**src/rtl/mole_scheduler_if.sv**
```systemverilog
// Player-side signals of the mole scheduler.
//   master: drives start/sw, observes the game outputs.
//   slave : the scheduler itself.
interface mole_scheduler_if;
  logic       start;
  logic [7:0] sw;
  logic [7:0] mole;
  logic [3:0] hit_count;
  logic [3:0] misses;
  logic [1:0] state;
  logic       game_over;

  modport master (
    output start, sw,
    input  mole, hit_count, misses, state, game_over
  );

  modport slave (
    input  start, sw,
    output mole, hit_count, misses, state, game_over
  );
endinterface

```
**src/rtl/mole_scheduler.sv**
```systemverilog
// Whack-a-mole scheduler: spawns moles from an LFSR, ages them, scores hits
// on switch toggles and counts misses until the game ends.
//   game_clk : game tick clock
//   rst      : synchronous, active-high reset
//   bus      : start/sw in; mole, hit_count, misses, state, game_over out
module mole_scheduler #(
  parameter int unsigned MOLE_LIFE  = 3,
  parameter int unsigned MAX_MISSES = 5,
  parameter logic [7:0]  LFSR_SEED  = 8'hA5
) (
  input logic             game_clk,
  input logic             rst,
  mole_scheduler_if.slave bus
);

  typedef enum logic [1:0] {
    ST_IDLE = 2'b00,
    ST_PLAY = 2'b01,
    ST_OVER = 2'b10,
    ST_BAD  = 2'b11
  } state_e;

  localparam logic [1:0] AGE_LAST  = 2'(MOLE_LIFE - 1);
  localparam logic [4:0] MISS_LIMIT = 5'(MAX_MISSES);

  state_e          state_q, state_d;
  logic [7:0]      mole_q, mole_d;
  logic [7:0][1:0] age_q, age_d;
  logic [3:0]      hit_count_q, hit_count_d;
  logic [3:0]      misses_q, misses_d;
  logic [7:0]      lfsr_q, lfsr_d;
  logic [7:0]      sw_prev_q, sw_prev_d;

  logic [7:0] toggle, hit, whiff, expired;
  logic [4:0] miss_sum;
  logic [3:0] misses_sat;
  logic [7:0] lfsr_adv;
  logic [2:0] spawn_idx;

  function automatic logic [3:0] popcount8(input logic [7:0] v);
    logic [3:0] cnt;
    cnt = '0;
    for (int unsigned i = 0; i < 8; i++) begin
      cnt = cnt + {3'b000, v[i]};
    end
    return cnt;
  endfunction

  always_comb begin
    sw_prev_d = bus.sw;
    toggle    = bus.sw ^ sw_prev_q;
    hit       = toggle & mole_q;
    whiff     = toggle & ~mole_q;
    for (int unsigned i = 0; i < 8; i++) begin
      expired[i] = mole_q[i] && (age_q[i] == AGE_LAST) && !hit[i];
    end

    miss_sum   = {1'b0, misses_q} + {1'b0, popcount8(expired)} + {1'b0, popcount8(whiff)};
    misses_sat = (miss_sum > 5'd15) ? 4'hF : miss_sum[3:0];

    lfsr_adv = {lfsr_q[6:0], lfsr_q[7] ^ lfsr_q[5] ^ lfsr_q[4] ^ lfsr_q[3]};
    if (lfsr_adv == '0) begin
      lfsr_adv = LFSR_SEED;
    end
    spawn_idx = lfsr_q[2:0];

    state_d     = state_q;
    mole_d      = '0;
    age_d       = '0;
    hit_count_d = '0;
    misses_d    = misses_q;
    lfsr_d      = lfsr_q;

    case (state_q)
      ST_IDLE: begin
        if (bus.start) begin
          state_d  = ST_PLAY;
          misses_d = '0;
        end
      end
      ST_PLAY: begin
        hit_count_d = popcount8(hit);
        misses_d    = misses_sat;
        lfsr_d      = lfsr_adv;
        mole_d      = mole_q & ~(hit | expired);
        for (int unsigned i = 0; i < 8; i++) begin
          if (mole_d[i]) begin
            age_d[i] = age_q[i] + 2'd1;
          end
        end
        if (!mole_q[spawn_idx] && !hit[spawn_idx] && !expired[spawn_idx]) begin
          mole_d[spawn_idx] = 1'b1;
          age_d[spawn_idx]  = '0;
        end
        if ({1'b0, misses_sat} >= MISS_LIMIT) begin
          state_d = ST_OVER;
          mole_d  = '0;
          age_d   = '0;
        end
      end
      ST_OVER: begin
        if (!bus.start) begin
          state_d = ST_IDLE;
        end
      end
      default: state_d = ST_IDLE;
    endcase
  end

  always_ff @(posedge game_clk) begin
    sw_prev_q <= sw_prev_d;
    if (rst) begin
      state_q     <= ST_IDLE;
      mole_q      <= '0;
      age_q       <= '0;
      hit_count_q <= '0;
      misses_q    <= '0;
      lfsr_q      <= LFSR_SEED;
    end else begin
      state_q     <= state_d;
      mole_q      <= mole_d;
      age_q       <= age_d;
      hit_count_q <= hit_count_d;
      misses_q    <= misses_d;
      lfsr_q      <= lfsr_d;
    end
  end

  assign bus.mole      = mole_q;
  assign bus.hit_count = hit_count_q;
  assign bus.misses    = misses_q;
  assign bus.state     = state_q;
  assign bus.game_over = (state_q == ST_OVER);

endmodule

```
**src/flat_wrapper.sv**
```systemverilog
// flat-port wrapper written by rule: the top's interface ports become plain ports
module mole_scheduler_flat 
#(
  parameter int unsigned MOLE_LIFE  = 3,
  parameter int unsigned MAX_MISSES = 5,
  parameter logic [7:0]  LFSR_SEED  = 8'hA5
)
  (game_clk, rst, bus_start, bus_sw, bus_mole, bus_hit_count, bus_misses, bus_state, bus_game_over);
  mole_scheduler_if bus_i ();
  input logic game_clk;
  input logic rst;
  input wire logic [$bits(bus_i.start)-1:0] bus_start;
  input wire logic [$bits(bus_i.sw)-1:0] bus_sw;
  output wire logic [$bits(bus_i.mole)-1:0] bus_mole;
  output wire logic [$bits(bus_i.hit_count)-1:0] bus_hit_count;
  output wire logic [$bits(bus_i.misses)-1:0] bus_misses;
  output wire logic [$bits(bus_i.state)-1:0] bus_state;
  output wire logic [$bits(bus_i.game_over)-1:0] bus_game_over;
  assign bus_i.start = bus_start;
  assign bus_i.sw = bus_sw;
  assign bus_mole = bus_i.mole;
  assign bus_hit_count = bus_i.hit_count;
  assign bus_misses = bus_i.misses;
  assign bus_state = bus_i.state;
  assign bus_game_over = bus_i.game_over;
  mole_scheduler #(.MOLE_LIFE(MOLE_LIFE), .MAX_MISSES(MAX_MISSES), .LFSR_SEED(LFSR_SEED)) u_core (.game_clk(game_clk), .rst(rst), .bus(bus_i));
endmodule
```
**config.mk**
```make
export PLATFORM = sky130hd
export DESIGN_NAME = mole_scheduler_flat
export DESIGN_NICKNAME = d
export VERILOG_FILES = /design/src/rtl/mole_scheduler_if.sv /design/src/rtl/mole_scheduler.sv /design/src/flat_wrapper.sv
export SDC_FILE = /design/constraint.sdc
export NUM_CORES = 1
export LEC_CHECK = 0
export CAP_MARGIN = 20
export CORE_AREA = 5 5 84 86
export CTS_CLUSTER_SIZE = 30
export DETAILED_ROUTE_END_ITERATION = 6
export DIE_AREA = 0 0 89 91
export GPL_TIMING_DRIVEN = 0
export SYNTH_ARGS = -nofsm -noshare
export SYNTH_HDL_FRONTEND = slang
export SYNTH_SLANG_ARGS = --single-unit
```
**constraint.sdc**
```tcl
create_clock -name game_clk -period 8.65 [get_ports game_clk]
set_input_delay 1.73 -clock game_clk [delete_from_list [all_inputs] [get_ports game_clk]]
set_output_delay 1.73 -clock game_clk [all_outputs]
set_load 0.01 [all_outputs]
```
==> results.toml <==
[clocking]
clk-insertion-delay-late_ns = 0.30
postCtsSetupRepairBufs = 0
cts.repair.resized = 0
cts_buffer_depth = 2
cts_tree = "done"
cts-root-buf = "clkbuf_8"
cts_num_sinks = 50
htreeDepth = 2
ctsHoldBuffers = 0
path_clk_slew_ns = 0.09
cts_made_buffers = 5

[placement]
portBuffers = 29
gp_congestion = 0.768
dp.cells = 376
dp_hpwl_mm = 3.95

[logic_synthesis]
synth.cell_area_um2 = 2690
syn-instance-count = 270
ys_seq_elements = 50
yosysUniqueCellTypes = 38
syn-num-nets = 318
synth-seq-area-share = 0.372
postSynthAreaPerCell_um2 = 9.96
ys_warn_count = 0

[route]
routed_wl_mm = 5.13
vias = 1918
wl_per_cell_um = 13.4
drcViolationCount = 0
first_iter_violations = 86
viasPerCell = 4.99
ant_nets = 0
firstDrtPassIters = 4

[timing]
max_freq_mhz = 142
maxSlewViolCount = 0
tns_ns = 0
max_slew.worst_pin.slew_ns = 0.456
fin_skew_ns = 0.00550
hold_viol = 0
hold_ws_ns = 0.421
slew_headroom = 0.696
final.period_utilization = 0.812
finalSetupViolations = 0
rsz0062_at_grt = "no"
fin_crit_ns = 7.03

[min_path]
hp-class = "flop to flop"
hold_path.startpoint = "u_core.age_q[10]$_SDFF_PP0_"

[cells_and_area]
area_growth_pct = 18.3
drive_gt1_frac = 0.0782
fin_cells = 384
layout_commonest_cell = "dfxtp_1"
diodes = 0
nets = 354
postLayoutCoreUtil = 0.513
layout_common_cells = "dfxtp_1 (50), inv_1 (29), clkdlybuf4s50_1 (29), ha_1 (20), a21oi_1 (18)"

[grt]
grt.overflow.total = 0
grt_pass1_wl_mm = 8.89
grt_pass1_vias = 1954
track_usage = 0.138
antenna_found_initial = 0
grt_max_degree = 15

[critical_path]
cp_max_fo = 10
critPathArrivalTime_ns = 7.21
required_ns = 8.84
critPathMaxStageDelay_ns = 0.52
worstSetupStartpoint = "bus_sw[0]"
cp_common_cell = "fa_1"
worst_path_dominant_cell_family = "adder cells"
critPathBufInv = 7
crit_slowest_cell = "fa_1"
r2r-start = "u_core.sw_prev_q[0]$_DFF_P_"
end_kind = "flop"
critPathKind = "input pin to flop"
start_kind = "input pin"
cp_cell_sequence = "clkdlybuf4s50_1 -> xnor2_1 -> nor2_1 -> ha_1 -> inv_1 -> fa_1 -> inv_1 -> fa_1 -> inv_1 -> fa_1 -> inv_1 -> fa_1 -> fa_1 -> ha_1 -> inv_1 -> fa_1 -> xnor2_1 -> nor3_4 -> o21ai_2 -> buf_2 -> o41ai_1"

[power]
p_per_area_nw_per_um2 = 256
ir_drop_v = 0.000127
p_leak_nw = 1.24

[floorplanning]
die_y_um = 91
die_w_um = 89
dieArea_um2 = 8100
ioPinCount = 30
rows = 29
start_util = 0.433
coreArea_um2 = 6200

[job]
maxCapViolCount = 0

[run_status]
status = "finished clean"
-- routing by layer --
layer  wire length [µm]  share of wire  GRT usage
met1               2450           0.48      0.187
met2               2420           0.47      0.223
met3                197          0.038     0.0299
met4                 59          0.011     0.0347
met5                  0              0          0
-- logic make-up after synthesis --
| group | synth area share |
|---|---|
| flip-flops | 0.372 |
| XOR/XNOR | 0.0619 |
| buffers and inverters | 0.0577 |
| AO/OA/AOI/OAI | 0.0824 |
| adder cells (fa/ha/maj) | 0.220 |
| AND/OR/NAND/NOR | 0.206 |
-- synthesized netlist by cell type, drive strengths merged --
master,instances,area share
nor3,19,0.049
or3b,1,0.0033
dfxtp,50,0.37
nor2,13,0.018
xnor2,11,0.036
ha,20,0.093
a22oi,2,0.0056
xor2,8,0.026
buf,5,0.012
o21ai,6,0.013
or4b,3,0.011
nand3b,8,0.022
and3,5,0.012
fa,17,0.13
or4bb,2,0.0084
a21oi,18,0.034
nor4,1,0.0023
nand2,11,0.015
nand2b,7,0.016
or2,1,0.0023
a221oi,1,0.0033
nor3b,2,0.0056
or2b,1,0.0028
nor2b,6,0.014
inv,29,0.040
o21ba,2,0.0074
o32a,3,0.011
and2,4,0.0093
o41ai,1,0.0033
o21bai,1,0.0028
clkbuf,4,0.0056
nand4b,1,0.0033
a211oi,1,0.0028
nand3,6,0.011
-- path summary, 6_finish.rpt --
kind | endpoint | slack, ns | cells past startpoint
setup / recovery | u_core.bus.state[0]$_SDFFE_PP0P_ | 1.62 | 21
hold / removal | u_core.age_q[10]$_SDFF_PP0_ | 0.42 | 1
setup reg to reg | u_core.bus.state[0]$_SDFFE_PP0P_ | 3.17 | 20
hold reg to reg | u_core.age_q[10]$_SDFF_PP0_ | 0.42 | 1
-- stage by stage --
step / area (µm²) / setup WS, ns / power [mW]
floorplan: 2690 / 2.26 / 0.546
global placement: 3080 / 1.26 / 0.648
detailed placement: 3080 / 1.24 / 0.657
CTS: 3180 / 1.54 / 0.821
global route: 3180 / 1.25 / 0.877
finish: 3180 / 1.62 / 0.813
-- where the power goes --
group	internal [mW]	switching, mW	leakage (nW)	total, mW
Sequential	0.263	0.0324	0.408	0.295
Combinational	0.163	0.192	0.780	0.354
Clock	0.0867	0.0773	0.0524	0.164
Total	0.512	0.301	1.24	0.813
-- state kept, by name (all words and copies together) (netlist names) --
signal and count:
u_core.bus.misses 4, u_core.bus.mole 8, u_core.bus.state 2, u_core.sw_prev_q 8
u_core.lfsr_q 8, u_core.age_q 16, u_core.bus.hit_count 4
-- layout make-up --
class,count,area [µm²]
Fill cell,606,3020
Multi-Input combinational cell,182,1530
Sequential cell,50,1000
Timing Repair Buffer,29,290
Inverter,29,109
Tap cell,77,96.3
Clock buffer,7,76.3
Buffer,9,46.3
Clock inverter,1,30.0
Power figures use the tool's default switching activity.
